$ cat src/rtl/init_tracker.sv
// Per-channel init state trackers feeding a round-robin event queue that
// drains through a single valid/ready output register.

module init_tracker_ch #(
  parameter int TMO_CYCLES = 255,
  parameter int CNT_W      = 8
) (
  input  logic       clk,
  input  logic       rst,
  input  logic       start_i,
  input  logic       done_i,
  input  logic       clear_i,
  output logic       init_o,
  output logic       init_nxt_o,
  output logic       not_init_o,
  output logic       err_o,
  output logic       evt_o,
  output logic [1:0] evt_code_o
);
  typedef enum logic [1:0] {S_NOT_INIT, S_BUSY, S_INIT, S_ERR} state_e;

  // Counter holds k after k cycles in BUSY, so the timeout fires while it
  // reads TMO_CYCLES-1 and ERR lands exactly TMO_CYCLES cycles after entry.
  localparam logic [CNT_W-1:0] TMO_LAST = CNT_W'(TMO_CYCLES - 1);

  state_e           state_q, state_d;
  logic [CNT_W-1:0] cnt_q, cnt_d;
  logic             init_q, not_init_q, err_q;

  always_comb begin
    state_d    = state_q;
    cnt_d      = cnt_q;
    evt_o      = 1'b0;
    evt_code_o = 2'b00;
    case (state_q)
      S_NOT_INIT: begin
        if (start_i) begin
          state_d = S_BUSY;
          cnt_d   = '0;
        end
      end
      S_BUSY: begin
        cnt_d = cnt_q + 1'b1;
        if (clear_i) begin
          state_d    = S_NOT_INIT;
          evt_o      = 1'b1;
          evt_code_o = 2'b11;
        end else if (done_i) begin
          state_d    = S_INIT;
          evt_o      = 1'b1;
          evt_code_o = 2'b01;
        end else if (cnt_q == TMO_LAST) begin
          state_d    = S_ERR;
          evt_o      = 1'b1;
          evt_code_o = 2'b10;
        end
      end
      S_INIT, S_ERR: begin
        if (clear_i) begin
          state_d    = S_NOT_INIT;
          evt_o      = 1'b1;
          evt_code_o = 2'b11;
        end
      end
      default: state_d = S_NOT_INIT;
    endcase
  end

  assign init_nxt_o = (state_d == S_INIT);

  always_ff @(posedge clk or posedge rst) begin
    if (rst) begin
      state_q    <= S_NOT_INIT;
      cnt_q      <= '0;
      init_q     <= 1'b0;
      not_init_q <= 1'b1;
      err_q      <= 1'b0;
    end else begin
      state_q    <= state_d;
      cnt_q      <= cnt_d;
      init_q     <= (state_d == S_INIT);
      not_init_q <= (state_d == S_NOT_INIT);
      err_q      <= (state_d == S_ERR);
    end
  end

  assign init_o     = init_q;
  assign not_init_o = not_init_q;
  assign err_o      = err_q;
endmodule

module init_tracker #(
  parameter  int NUM_CH     = 4,
  parameter  int TMO_CYCLES = 255,
  parameter  int CNT_W      = 8,
  localparam int CH_W       = (NUM_CH > 1) ? $clog2(NUM_CH) : 1
) (
  input  logic              clk,
  input  logic              rst,
  input  logic [NUM_CH-1:0] start_i,
  input  logic [NUM_CH-1:0] done_i,
  input  logic [NUM_CH-1:0] clear_i,
  output logic [NUM_CH-1:0] init_o,
  output logic [NUM_CH-1:0] not_init_o,
  output logic [NUM_CH-1:0] err_o,
  output logic              all_init_o,
  output logic              evt_valid_o,
  input  logic              evt_ready_i,
  output logic [CH_W-1:0]   evt_ch_o,
  output logic [1:0]        evt_code_o,
  output logic              evt_ovf_o
);
  typedef struct packed {
    logic [CH_W-1:0] ch;
    logic [1:0]      code;
  } evt_t;

  logic [NUM_CH-1:0]      ch_evt, init_nxt;
  logic [NUM_CH-1:0][1:0] ch_code;
  logic [NUM_CH-1:0]      pend_q, pend_d;
  logic [NUM_CH-1:0][1:0] pcode_q, pcode_d;
  logic                   ovf_q, ovf_d, vld_q, vld_d, all_init_q, all_init_d;
  evt_t                   out_q, out_d;
  logic [CH_W-1:0]        rr_q, rr_d, idx, gnt;
  logic                   load_en, found;

  for (genvar g = 0; g < NUM_CH; g++) begin : g_ch
    init_tracker_ch #(
      .TMO_CYCLES (TMO_CYCLES),
      .CNT_W      (CNT_W)
    ) u_ch (
      .clk        (clk),
      .rst        (rst),
      .start_i    (start_i[g]),
      .done_i     (done_i[g]),
      .clear_i    (clear_i[g]),
      .init_o     (init_o[g]),
      .init_nxt_o (init_nxt[g]),
      .not_init_o (not_init_o[g]),
      .err_o      (err_o[g]),
      .evt_o      (ch_evt[g]),
      .evt_code_o (ch_code[g])
    );
  end

  always_comb begin
    pend_d     = pend_q;
    pcode_d    = pcode_q;
    ovf_d      = ovf_q;
    vld_d      = vld_q;
    out_d      = out_q;
    rr_d       = rr_q;
    all_init_d = &init_nxt;
    load_en    = !vld_q || evt_ready_i;
    found      = 1'b0;
    gnt        = '0;
    idx        = '0;

    // rr_q is the first channel to look at: one past the last grant.
    for (int i = 0; i < NUM_CH; i++) begin
      idx = CH_W'((int'(rr_q) + i) % NUM_CH);
      if (!found && pend_q[idx]) begin
        found = 1'b1;
        gnt   = idx;
      end
    end

    if (load_en) begin
      vld_d = found;
      if (found) begin
        out_d.ch     = gnt;
        out_d.code   = pcode_q[gnt];
        pend_d[gnt]  = 1'b0;
        rr_d         = (int'(gnt) == NUM_CH - 1) ? '0 : gnt + 1'b1;
      end
    end

    // Checking pend_d (post-load) lets an event racing its own load stay
    // pending without counting as an overwrite.
    for (int c = 0; c < NUM_CH; c++) begin
      if (ch_evt[c]) begin
        if (pend_d[c]) ovf_d = 1'b1;
        pend_d[c]  = 1'b1;
        pcode_d[c] = ch_code[c];
      end
    end
  end

  always_ff @(posedge clk or posedge rst) begin
    if (rst) begin
      pend_q     <= '0;
      pcode_q    <= '0;
      ovf_q      <= 1'b0;
      vld_q      <= 1'b0;
      out_q      <= '0;
      rr_q       <= '0;
      all_init_q <= 1'b0;
    end else begin
      pend_q     <= pend_d;
      pcode_q    <= pcode_d;
      ovf_q      <= ovf_d;
      vld_q      <= vld_d;
      out_q      <= out_d;
      rr_q       <= rr_d;
      all_init_q <= all_init_d;
    end
  end

  assign all_init_o  = all_init_q;
  assign evt_valid_o = vld_q;
  assign evt_ch_o    = out_q.ch;
  assign evt_code_o  = out_q.code;
  assign evt_ovf_o   = ovf_q;
endmodule

$ cat config.mk
export PLATFORM = sky130hd
export DESIGN_NAME = init_tracker
export DESIGN_NICKNAME = d
export VERILOG_FILES = /design/src/rtl/init_tracker.sv
export SDC_FILE = /design/constraint.sdc
export NUM_CORES = 1
export LEC_CHECK = 0
export BUFFER_PORTS_ARGS = -buffer_cell sky130_fd_sc_hd__clkbuf_2
export CAP_MARGIN = 40
export CORE_MARGIN = 1
export CORE_UTILIZATION = 33
export CTS_CLUSTER_SIZE = 10
export DETAILED_ROUTE_END_ITERATION = 16
export PLACE_DENSITY_LB_ADDON = 0.1
export REMOVE_ABC_BUFFERS = 1
export SLEW_MARGIN = 25
export SYNTH_ARGS = -nofsm -noshare
export SYNTH_HDL_FRONTEND = slang
export SYNTH_SLANG_ARGS = --single-unit
export TNS_END_PERCENT = 10
$ cat constraint.sdc
create_clock -name clk -period 5.4 [get_ports clk]
set_input_delay 0.27 -clock clk [delete_from_list [all_inputs] [get_ports clk]]
set_output_delay 0.27 -clock clk [all_outputs]
set_load 0.01 [all_outputs]
==> metrics.yaml, run 1 <==
clock_network:
  cts_buffers: 9
  path_clk_slew_ns: 0.06
  htree_levels: 3
  postCtsSetupRepairBufs: 0
  clockBufferDepth: 2
  cts.repair.resized: 0
  cts_sinks: 73
  cts-hold-fix-buffers: 0
  cts_tree: "done"
  cts_root_buf: "clkbuf_16"
  insertion_delay_ns: 0.33
yosys:
  synth_area_leaders: "dfrtp_1 (46%), nand2_1 (4.8%), o21ai_0 (4.5%)"
  synth_common_cells: "dfrtp_1 (69), nand2_1 (48), nor2_1 (37)"
  synth.cell_area_um2: 3769
  synth.top_cell.area_share_pct: 45.82
  yosysTopAreaCell: "dfrtp_1"
  synth-main-ff-cell: "dfrtp_1"
  syn_inst: 395
  synth.distinct_cells: 50
  syn_avg_cell_area_um2: 9.541
  synth-edff-count: 0
  seq_area_frac_synth_pct: 48.61
  synth_warnings: 0
  ys_seq_elements: 73
  synth.most_common_cell: "dfrtp_1"
  async_flop_share_pct: 100.0
floorplanning:
  initial_utilization_pct: 34.31
  core_um2: 10980
  io_pins: 34
  dieArea_um2: 11850
  die_h_um: 108.9
  rows: 38
  chipWidth_um: 108.9
routing:
  drt_pass1_iterations: 4
  vias: 2841
  drt_wl_total_um: 7889
  drt_iter0_markers: 88
  via_per_inst: 5.064
  ant_nets: 0
  routedWlPerCell_um: 14.06
  drc: 0
layout:
  seq_area_um2: 1832
  layout.cells.non_filler: 561
  nFillCells: 1095
  nNetsFinal: 443
  design_area_um2: 4277
  area_growth_pct: 13.48
  num_antenna_cells: 0
  drive_gt1_share_pct: 15.44
  fin_util_pct: 38.94
  multiInputGateArea_um2: 1748
timing:
  setup-violations-final: 0
  worstMarginPinSlew_ns: 0.6655
  fin_tns_setup_ns: 0
  fmax_mhz: 487.6
  finalCriticalPeriod_ns: 2.051
  period_share_pct: 37.98
  holdWs_ns: 0.01735
  skew_ns: 0.006792
  rsz0062_at_grt: "no"
  finalHoldViolCount: 0
  drv_slew: 0
  layout_setup_ws_ns: 3.349
  slew_headroom_pct: 55.54
global_routing:
  grt_remaining_overflow: 0
  grt_first_pass_wirelength_um: 13400
  grt_max_degree: 42
  grt_util_all_layers_pct: 14.74
  grt_pass1_vias: 2720
  antenna_found_initial: 0
setup_path:
  crit_required_ns: 5.66
  cp.arrival_ns: 2.32
  worstSetupPathType: "reg2reg"
  path_cells: "mux2i_1 -> nor2_2 -> nor3_4 -> inv_1 -> ha_1 -> a21boi_0 -> o221ai_1 -> nand4b_1"
  worst_setup_path_start_kind: "flop"
  cp-end-kind: "flop"
  cp_num_cells: 8
  path_buf_inv: 1
  crit_fanout: 8
  worstRegToRegCells: 8
  cp_top_family: "simple AND/OR/NAND/NOR gates"
  slowest_delay_ns: 0.46
  worst_path_max_delay_cell: "dfrtp_1"
power:
  p_per_area_nw_per_um2: 421.8
  irDropWorstVdd_uv: 151.5
  totalPowerFinal_mw: 1.804
  p_leak_nw: 1.905
flow_run:
  cap_violations: 0
placement:
  dp_slack_ns: 3.369
  postPlaceCellArea_um2: 4001
  globalplace.congestion: 0.7292
  portBuffers: 33
  place_inst: 545
  hpwl_um: 5472
worst_hold_path:
  worstHoldPathType: "in2async"
run_status:
  status: "finished, final reports clean"
==> layout make-up <==
cell class	count	share of cell area [%]
clock buffers	13	6.085
repair buffers	36	4.798
clock inverters	3	0.3511
inverters	11	0.9655
well taps	140	4.096
multi-input cells	285	40.87
flip-flops and latches	73	42.83
==> flip-flops by register name (all words and copies together) (netlist names) <==
| name | flops |
|---|---|
| evt_ovf_o | 1 |
| rr_q | 2 |
| evt_code_o | 2 |
| evt_valid_o | 1 |
| g_ch.u_ch.state_q | 8 |
| g_ch.u_ch.not_init_o | 4 |
| all_init_o | 1 |
| g_ch.u_ch.err_o | 4 |
| g_ch.u_ch.init_o | 4 |
| g_ch.u_ch.cnt_q | 32 |
| pcode_q | 8 |
| evt_ch_o | 2 |
| pend_q | 4 |
==> cells by family after synthesis <==
family / count (synthesis) / synth area share [%]
flops: 73 / 48.61
simple gates: 156 / 20.15
compound gates: 104 / 18.76
buf+inv: 37 / 5.013
fa+ha+maj: 12 / 3.984
mux: 13 / 3.486
==> layout by cell type, fill, tap and decap left out, drive strengths merged, types with 7 or more instances in the layout <==
| cell | instances |
|---|---|
| nand2 | 48 |
| clkbuf | 46 |
| nand3 | 19 |
| nor2b | 10 |
| mux2i | 12 |
| o31ai | 11 |
| a21oi | 15 |
| o32a | 7 |
| ha | 12 |
| nand4 | 11 |
| nor2 | 38 |
| inv | 11 |
| o21ai | 35 |
| nand2b | 14 |
| dfrtp | 69 |
| a22o | 8 |
==> worst reg2reg max path: cells and delay by family, from the launching register on <==
family / cells / cell delay, ns
mux: 1 / 0.25
buf+inv: 1 / 0.14
fa+ha+maj: 1 / 0.21
flops: 1 / 0.46
simple gates: 3 / 0.53
compound gates: 2 / 0.39
==> final timing paths <==
path	startpoint	to	slack [ns]
min in group clk	start_i[1]	g_ch[1].u_ch.not_init_o$_DFF_PP1_	0.14
worst max register to register	pend_q[2]$_DFF_PP0_	evt_ovf_o$_DFF_PP0_	3.35
worst max-delay path	pend_q[2]$_DFF_PP0_	evt_ovf_o$_DFF_PP0_	3.35
max in group asynchronous	rst	g_ch[1].u_ch.not_init_o$_DFF_PP1_	4.77
worst min-delay path	rst	pcode_q[1]$_DFFE_PP0P_	0.02
worst min register to register	g_ch[0].u_ch.cnt_q[7]$_DFFE_PP0P_	g_ch[0].u_ch.cnt_q[7]$_DFFE_PP0P_	0.48
==> power by group <==
part | internal [mW] | switching [mW]
clock | 0.334 | 0.228
combinational | 0.196 | 0.256
sequential | 0.653 | 0.138
==> routing by layer <==
metal  track usage [%]  vias to the layer above  wire length (um)
met2             20.49                       42              3305
met3             2.331                       11               240
li1                  -                     1447                 -
met1             22.07                     1341              4208
met4             6.950                        0               135
met5                 0                        -                 0
Power figures use the tool's default switching activity.
==> run 2: changes to the inputs <==
==> constraint.sdc (replaced) <==
create_clock -name clk -period 2 [get_ports clk]
set_input_delay 0.1 -clock clk [delete_from_list [all_inputs] [get_ports clk]]
set_output_delay 0.1 -clock clk [all_outputs]
set_load 0.01 [all_outputs]
==> run 2 against run 1 <==
Net effect: combinational power increased to 2.9 times the previous value; clock-buffer cell count is the same; flip-flop and latch count is the same.
==> metrics.yaml, run 2 (synthesis gave the netlist of run 1 again) <==
run_status:
  status: "finished, final reports clean"
floorplanning:
  initial_utilization_pct: 34.31  # unchanged
  chipWidth_um: 108.9  # unchanged
  die_h_um: 108.9  # unchanged
  io_pins: 34  # unchanged
  dieArea_um2: 11850  # unchanged
  core_um2: 10980  # unchanged
  rows: 38  # unchanged
power:
  p_leak_nw: 1.941  # +1.9%
  irDropWorstVdd_uv: 479.6  # +220%
  p_per_area_nw_per_um2: 1134  # +170%
  p_sw_share_pct: 34.01  # -0.43 points
  clock_power_share_pct: 30.4  # -0.7 points
  p_switching_mw: 1.680  # +170%
  totalPowerFinal_mw: 4.939  # +170%
  seqPwrFrac_pct: 42.6  # -1.2 points
  power_frac_comb_pct: 27.0  # +2.0 points
  intPower_mw: 3.259  # +180%
global_routing:
  antenna_found_initial: 0  # unchanged
  grt_max_degree: 74  # +76%
  grt_first_pass_wirelength_um: 13810  # +3.0%
  grt_remaining_overflow: 0  # unchanged
  grt_util_all_layers_pct: 15.10  # +0.36 points
  grt_pass1_vias: 2782  # +2.3%
timing:
  fin_tns_setup_ns: 0  # unchanged
  period_share_pct: 91.41  # +53 points
  drv_slew: 0  # unchanged
  slew_headroom_pct: 69.65  # +14 points
  layout_setup_ws_ns: 0.1719  # -3.177 ns
  rsz0062_at_grt: "no"
  finalCriticalPeriod_ns: 1.828  # -0.2228 ns
  fmax_mhz: 547.0  # +12%
  setup-violations-final: 0  # unchanged
  worstMarginPinSlew_ns: 0.4553  # -0.2102 ns
  skew_ns: 0.003929  # -0.002863 ns
  finalHoldViolCount: 0  # unchanged
setup_path:
  cp-end-kind: "flop"
  crit_required_ns: 2.20  # -3.46 ns
  path_cells: "mux2i_2 -> nor2_2 -> nor3_4 -> ha_1 -> a21boi_0 -> o311a_1 -> a31oi_1 -> nand4b_1"
  cp.arrival_ns: 2.03  # -0.29 ns
  worstSetupPathType: "reg2reg"
  slowest_delay_ns: 0.46  # about the same
  path_buf_inv: 0  # -1
  crit_fanout: 8  # unchanged
  worst_setup_path_start_kind: "flop"
  cp_top_family: "flip-flops"
  worst_path_max_delay_cell: "dfrtp_2"
clock_network:
  cts_root_buf: "clkbuf_16"
  insertion_delay_ns: 0.33  # about the same
  cts_sinks: 73  # unchanged
  cts_tree: "done"
  htree_levels: 3  # unchanged
  clockBufferDepth: 2  # unchanged
  path_clk_slew_ns: 0.06  # about the same
  cts_buffers: 9  # unchanged
layout:
  design_area_um2: 4357  # +1.9%
  most-common-layout-cells: "dfrtp_1 (66), nand2_1 (48), nor2_1 (37), o21ai_0 (34), clkbuf_2 (33)"
  num_antenna_cells: 0  # unchanged
  drive_gt1_share_pct: 17.21  # +1.8 points
  top_regs: "g_ch.u_ch.cnt_q: 32 flops, g_ch.u_ch.state_q: 8 flops, pcode_q: 8 flops"
  largest_register_ffs: 32  # unchanged
  largest-register: "g_ch.u_ch.cnt_q"
  area_growth_pct: 15.60
  nNetsFinal: 452  # +2.0%
  final_common_cell: "dfrtp_1"
routing:
  vias: 2901  # +2.1%
  ant_nets: 0  # unchanged
  drt_wl_total_um: 8058  # +2.1%
  drt_pass1_iterations: 4  # unchanged
  drc: 0  # unchanged
  via_per_inst: 5.089  # +0.50%
  drt_iter0_markers: 116  # +32%
  routedWlPerCell_um: 14.14  # +0.53%
placement:
  portBuffers: 33  # unchanged
  postPlaceCellArea_um2: 4034  # +0.81%
  globalplace.congestion: 0.7972  # +9.3%
  dp_slack_ns: 0.1144  # -3.255 ns
  hpwl_um: 5513  # +0.75%
worst_hold_path:
  worstHoldPathType: "in2reg"
flow_run:
  cap_violations: 0  # unchanged
## run 2: cell types whose count changed in the layout (fill, tap and decap cells not counted), sizes merged
| cell | previous run | this run |
|---|---|---|
| dlygate4sd3 | 0 | 4 |
| buf | 3 | 8 |
## run 2: cell type report
type                       count  area [um2]
inverter                      11       41.29
multi-input combinational    285        1752
timing repair buffer          45       277.8
clock buffer                  13       260.3
sequential                    73        1836
clock inverter                 3       15.01
fill                        1092        6626
tap                          140       175.2
## run 2: what timing repair did
item                                    CTS  global route
buffers inserted                          0             0
endpoints found under the setup margin    0             1
endpoints found under the hold margin    72             0
hold buffers                              4             0
gates resized for setup                   0             5
## run 2: worst reg2reg max path, cell delays in order (launching register included)
cell and delay [ns]:
dfrtp_2 0.46, mux2i_2 0.20, nor2_2 0.09, nor3_4 0.22, ha_1 0.20, a21boi_0 0.10
o311a_1 0.15, a31oi_1 0.18, nand4b_1 0.12
## run 2: final timing paths
check | from | slack [ns] | cells past startpoint | to
setup / recovery | pend_q[2]$_DFF_PP0_ | 0.17 | 8 | evt_ovf_o$_DFF_PP0_
hold / removal | clear_i[1] | 0.05 | 2 | g_ch[1].u_ch.state_q[1]$_DFF_PP0_
setup reg to reg | pend_q[2]$_DFF_PP0_ | 0.17 | 8 | evt_ovf_o$_DFF_PP0_
hold reg to reg | g_ch[0].u_ch.cnt_q[7]$_DFFE_PP0P_ | 0.47 | 1 | g_ch[0].u_ch.cnt_q[7]$_DFFE_PP0P_
max in group asynchronous | rst | 1.27 | 4 | g_ch[3].u_ch.not_init_o$_DFF_PP1_
min in group asynchronous | rst | 0.38 | 4 | pcode_q[1]$_DFFE_PP0P_
## run 2: layer usage
| metal | up-vias | GRT usage [%] | routed length, um |
|---|---|---|---|
| met5 | - | 0 | 0 |
| met3 | 8 | 3.108 | 222 |
| met2 | 41 | 21.97 | 3461 |
| met4 | 0 | 5.502 | 116 |
| li1 | 1464 | - | - |
| met1 | 1388 | 21.96 | 4257 |
## run 2: metrics by stage
stage / utilization [%] / instances / hold WS [ns]
2_1_floorplan: - / 369 / 0.1631
3_3_place_gp: 36.73 / 550 / 0.2116
3_5_place_dp: 36.73 / 550 / 0.2075
4_1_cts: 39.60 / 570 / 0.04639
5_1_grt: 39.67 / 570 / 0.08031
6_report: 39.67 / 570 / 0.05057
## run 2: power by group through the flow
| stage | Sequential [mW] | Combinational [mW] | Clock, mW |
|---|---|---|---|
| after global placement | 2.11 | 1.32 | 0 |
| after global routing | 2.16 | 1.54 | 1.63 |
| final | 2.11 | 1.33 | 1.50 |
| after detailed placement | 2.11 | 1.32 | 0 |
| after CTS | 2.09 | 1.34 | 1.56 |
| after floorplan | 2.09 | 0.876 | 0 |
==> run 3: changes to the inputs <==
--- a/config.mk
+++ b/config.mk
@@ -7,6 +7,7 @@
 export LEC_CHECK = 0
 export BUFFER_PORTS_ARGS = -buffer_cell sky130_fd_sc_hd__clkbuf_2
 export CAP_MARGIN = 40
+export CORE_ASPECT_RATIO = 1.4
 export CORE_MARGIN = 1
 export CORE_UTILIZATION = 33
 export CTS_CLUSTER_SIZE = 10
==> run 3 against run 2 <==
Net effect: die area hardly changed; global-route usage is 0.16 points higher; critical path depth stayed put; flip-flop and latch count stayed put; wire length is 1.8% higher; clock skew is 0.0015 ns higher; highest routed layer unchanged; sequential share of layout area is 0.44 points lower; core utilization is 0.44 points higher.
==> metrics.yaml, run 3 (synthesis gave the netlist of run 1 again) <==
layout:
  drive_gt1_share_pct: 17.40  # +0.19 points
  largest_register_ffs: 32  # unchanged
  num_antenna_cells: 0  # unchanged
  seq_area_um2: 1836  # unchanged
  final_common_cell: "dfrtp_1"
  design_area_um2: 4403  # +1.1%
  fin_util_pct: 40.10  # +0.44 points
  nNetsFinal: 453  # +0.22%
  nFillCells: 1121  # +2.7%
  area_growth_pct: 16.83
  most-common-layout-cells: "dfrtp_1 (66), nand2_1 (48), nor2_1 (37), o21ai_0 (34), clkbuf_2 (33)"
  multiInputGateArea_um2: 1752  # unchanged
  top_regs: "g_ch.u_ch.cnt_q: 32 flops, g_ch.u_ch.state_q: 8 flops, pcode_q: 8 flops"
  layout.cells.non_filler: 572  # +0.35%
  largest-register: "g_ch.u_ch.cnt_q"
timing:
  finalHoldViolCount: 0  # unchanged
  slew_headroom_pct: 67.15  # -2.5 points
  rsz0062_at_grt: "no"
  holdWs_ns: 0.05149  # +0.0009181 ns
  skew_ns: 0.005389  # +0.001460 ns
  worstMarginPinSlew_ns: 0.4927  # +0.03741 ns
  setup-violations-final: 0  # unchanged
  fmax_mhz: 534.4  # -2.3%
  layout_setup_ws_ns: 0.1287  # -0.04322 ns
  finalCriticalPeriod_ns: 1.871  # +0.04322 ns
  fin_tns_setup_ns: 0  # unchanged
  drv_slew: 0  # unchanged
  period_share_pct: 93.57  # +2.2 points
setup_path:
  worst_path_max_delay_cell: "dfrtp_2"
  cp.arrival_ns: 2.14  # +0.11 ns
  slowest_delay_ns: 0.41  # -0.05 ns
  crit_fanout: 5  # -3
  path_cells: "mux2i_2 -> nor2_2 -> nor3_4 -> inv_1 -> ha_1 -> a21boi_0 -> o221ai_1 -> nand4b_1"
  worst_setup_path_start_kind: "flop"
  cp-end-kind: "flop"
  crit_required_ns: 2.27  # +0.07 ns
  worstSetupPathType: "reg2reg"
global_routing:
  grt_util_all_layers_pct: 15.26  # +0.16 points
  grt_max_degree: 74  # unchanged
  grt_first_pass_wirelength_um: 14080  # +2.0%
  grt_remaining_overflow: 0  # unchanged
  antenna_found_initial: 0  # unchanged
  grt_pass1_vias: 2900  # +4.2%
floorplanning:
  initial_utilization_pct: 34.32  # about the same
  chipWidth_um: 92.32  # -15%
  rows: 45  # +18%
  io_pins: 34  # unchanged
  dieArea_um2: 11860  # about the same
  core_um2: 10980  # about the same
  die_h_um: 128.4  # +18%
worst_hold_path:
  worstHoldPathType: "in2reg"
routing:
  drt_wl_total_um: 8200  # +1.8%
  drt_pass1_iterations: 4  # unchanged
  via_per_inst: 5.152  # +1.2%
  routedWlPerCell_um: 14.34  # +1.4%
  drt_iter0_markers: 92  # -21%
  vias: 2947  # +1.6%
  ant_nets: 0  # unchanged
  drc: 0  # unchanged
clock_network:
  insertion_delay_ns: 0.34  # about the same
  cts_buffers: 9  # unchanged
  path_clk_slew_ns: 0.06  # about the same
  cts_sinks: 73  # unchanged
  cts_root_buf: "clkbuf_16"
  clockBufferDepth: 2  # unchanged
  cts_tree: "done"
  htree_levels: 3  # unchanged
placement:
  place_inst: 552  # +0.36%
  globalplace.congestion: 0.7376  # -7.5%
  dp_slack_ns: 0.08245  # -0.03197 ns
  postPlaceCellArea_um2: 4043  # +0.22%
  hpwl_um: 5784  # +4.9%
  portBuffers: 33  # unchanged
power:
  totalPowerFinal_mw: 5.146  # +4.2%
  irDropWorstVdd_uv: 454.3  # -5.3%
  p_per_area_nw_per_um2: 1169  # +3.1%
  p_leak_nw: 1.952  # +0.55%
run_status:
  status: "finished, final reports clean"
flow_run:
  cap_violations: 0  # unchanged
-- run 3: routing by layer --
layer / vias to the layer above / part of all wire (%) / track usage [%]
met4: 0 / 2.1 / 7.721
met1: 1432 / 43 / 18.08
met5: - / 0 / 0
met2: 23 / 52 / 26.06
li1: 1476 / - / -
met3: 16 / 2.1 / 3.191
-- run 3: final cells by class --
type                            count  share of cell area, %
Clock buffer                       11                  5.286
Clock inverter                      5                  1.819
Inverter                           11                 0.9378
Multi-Input combinational cell    285                  39.78
Sequential cell                    73                  41.69
Tap cell                          141                  4.007
Timing Repair Buffer               46                  6.479
-- run 3: worst paths after layout --
kind / start / end / slack [ns] / cells after the start
max in group asynchronous: rst / g_ch[1].u_ch.not_init_o$_DFF_PP1_ / 1.26 / 4
min: clear_i[1] / g_ch[1].u_ch.state_q[1]$_DFF_PP0_ / 0.05 / 2
max: rr_q[1]$_DFFE_PP0P_ / evt_ovf_o$_DFF_PP0_ / 0.13 / 8
max reg2reg: rr_q[1]$_DFFE_PP0P_ / evt_ovf_o$_DFF_PP0_ / 0.13 / 8
min in group asynchronous: rst / evt_valid_o$_DFFE_PP0N_ / 0.37 / 4
min reg2reg: g_ch[3].u_ch.cnt_q[7]$_DFFE_PP0P_ / g_ch[3].u_ch.cnt_q[7]$_DFFE_PP0P_ / 0.48 / 1
-- run 3: repair_timing --
item | CTS | global route
hold buffers | 4 | 0
endpoints found under the setup margin | 0 | 1
resized for setup | 0 | 4
buffers inserted | 0 | 0
endpoints found under the hold margin | 73 | 0
-- run 3: report_power, final --
| part | total (mW) | switching, mW | internal, mW |
|---|---|---|---|
| Combinational | 1.33 | 0.740 | 0.593 |
| Sequential | 2.11 | 0.341 | 1.77 |
| Clock | 1.70 | 0.613 | 1.09 |
-- run 3: critical path: cells and delay by family, from the launching register on --
family          cells  cell delay (ns)
simple gates        3             0.41
fa+ha+maj           1             0.20
mux                 1             0.25
compound gates      2             0.43
buf+inv             1             0.10
flops               1             0.41
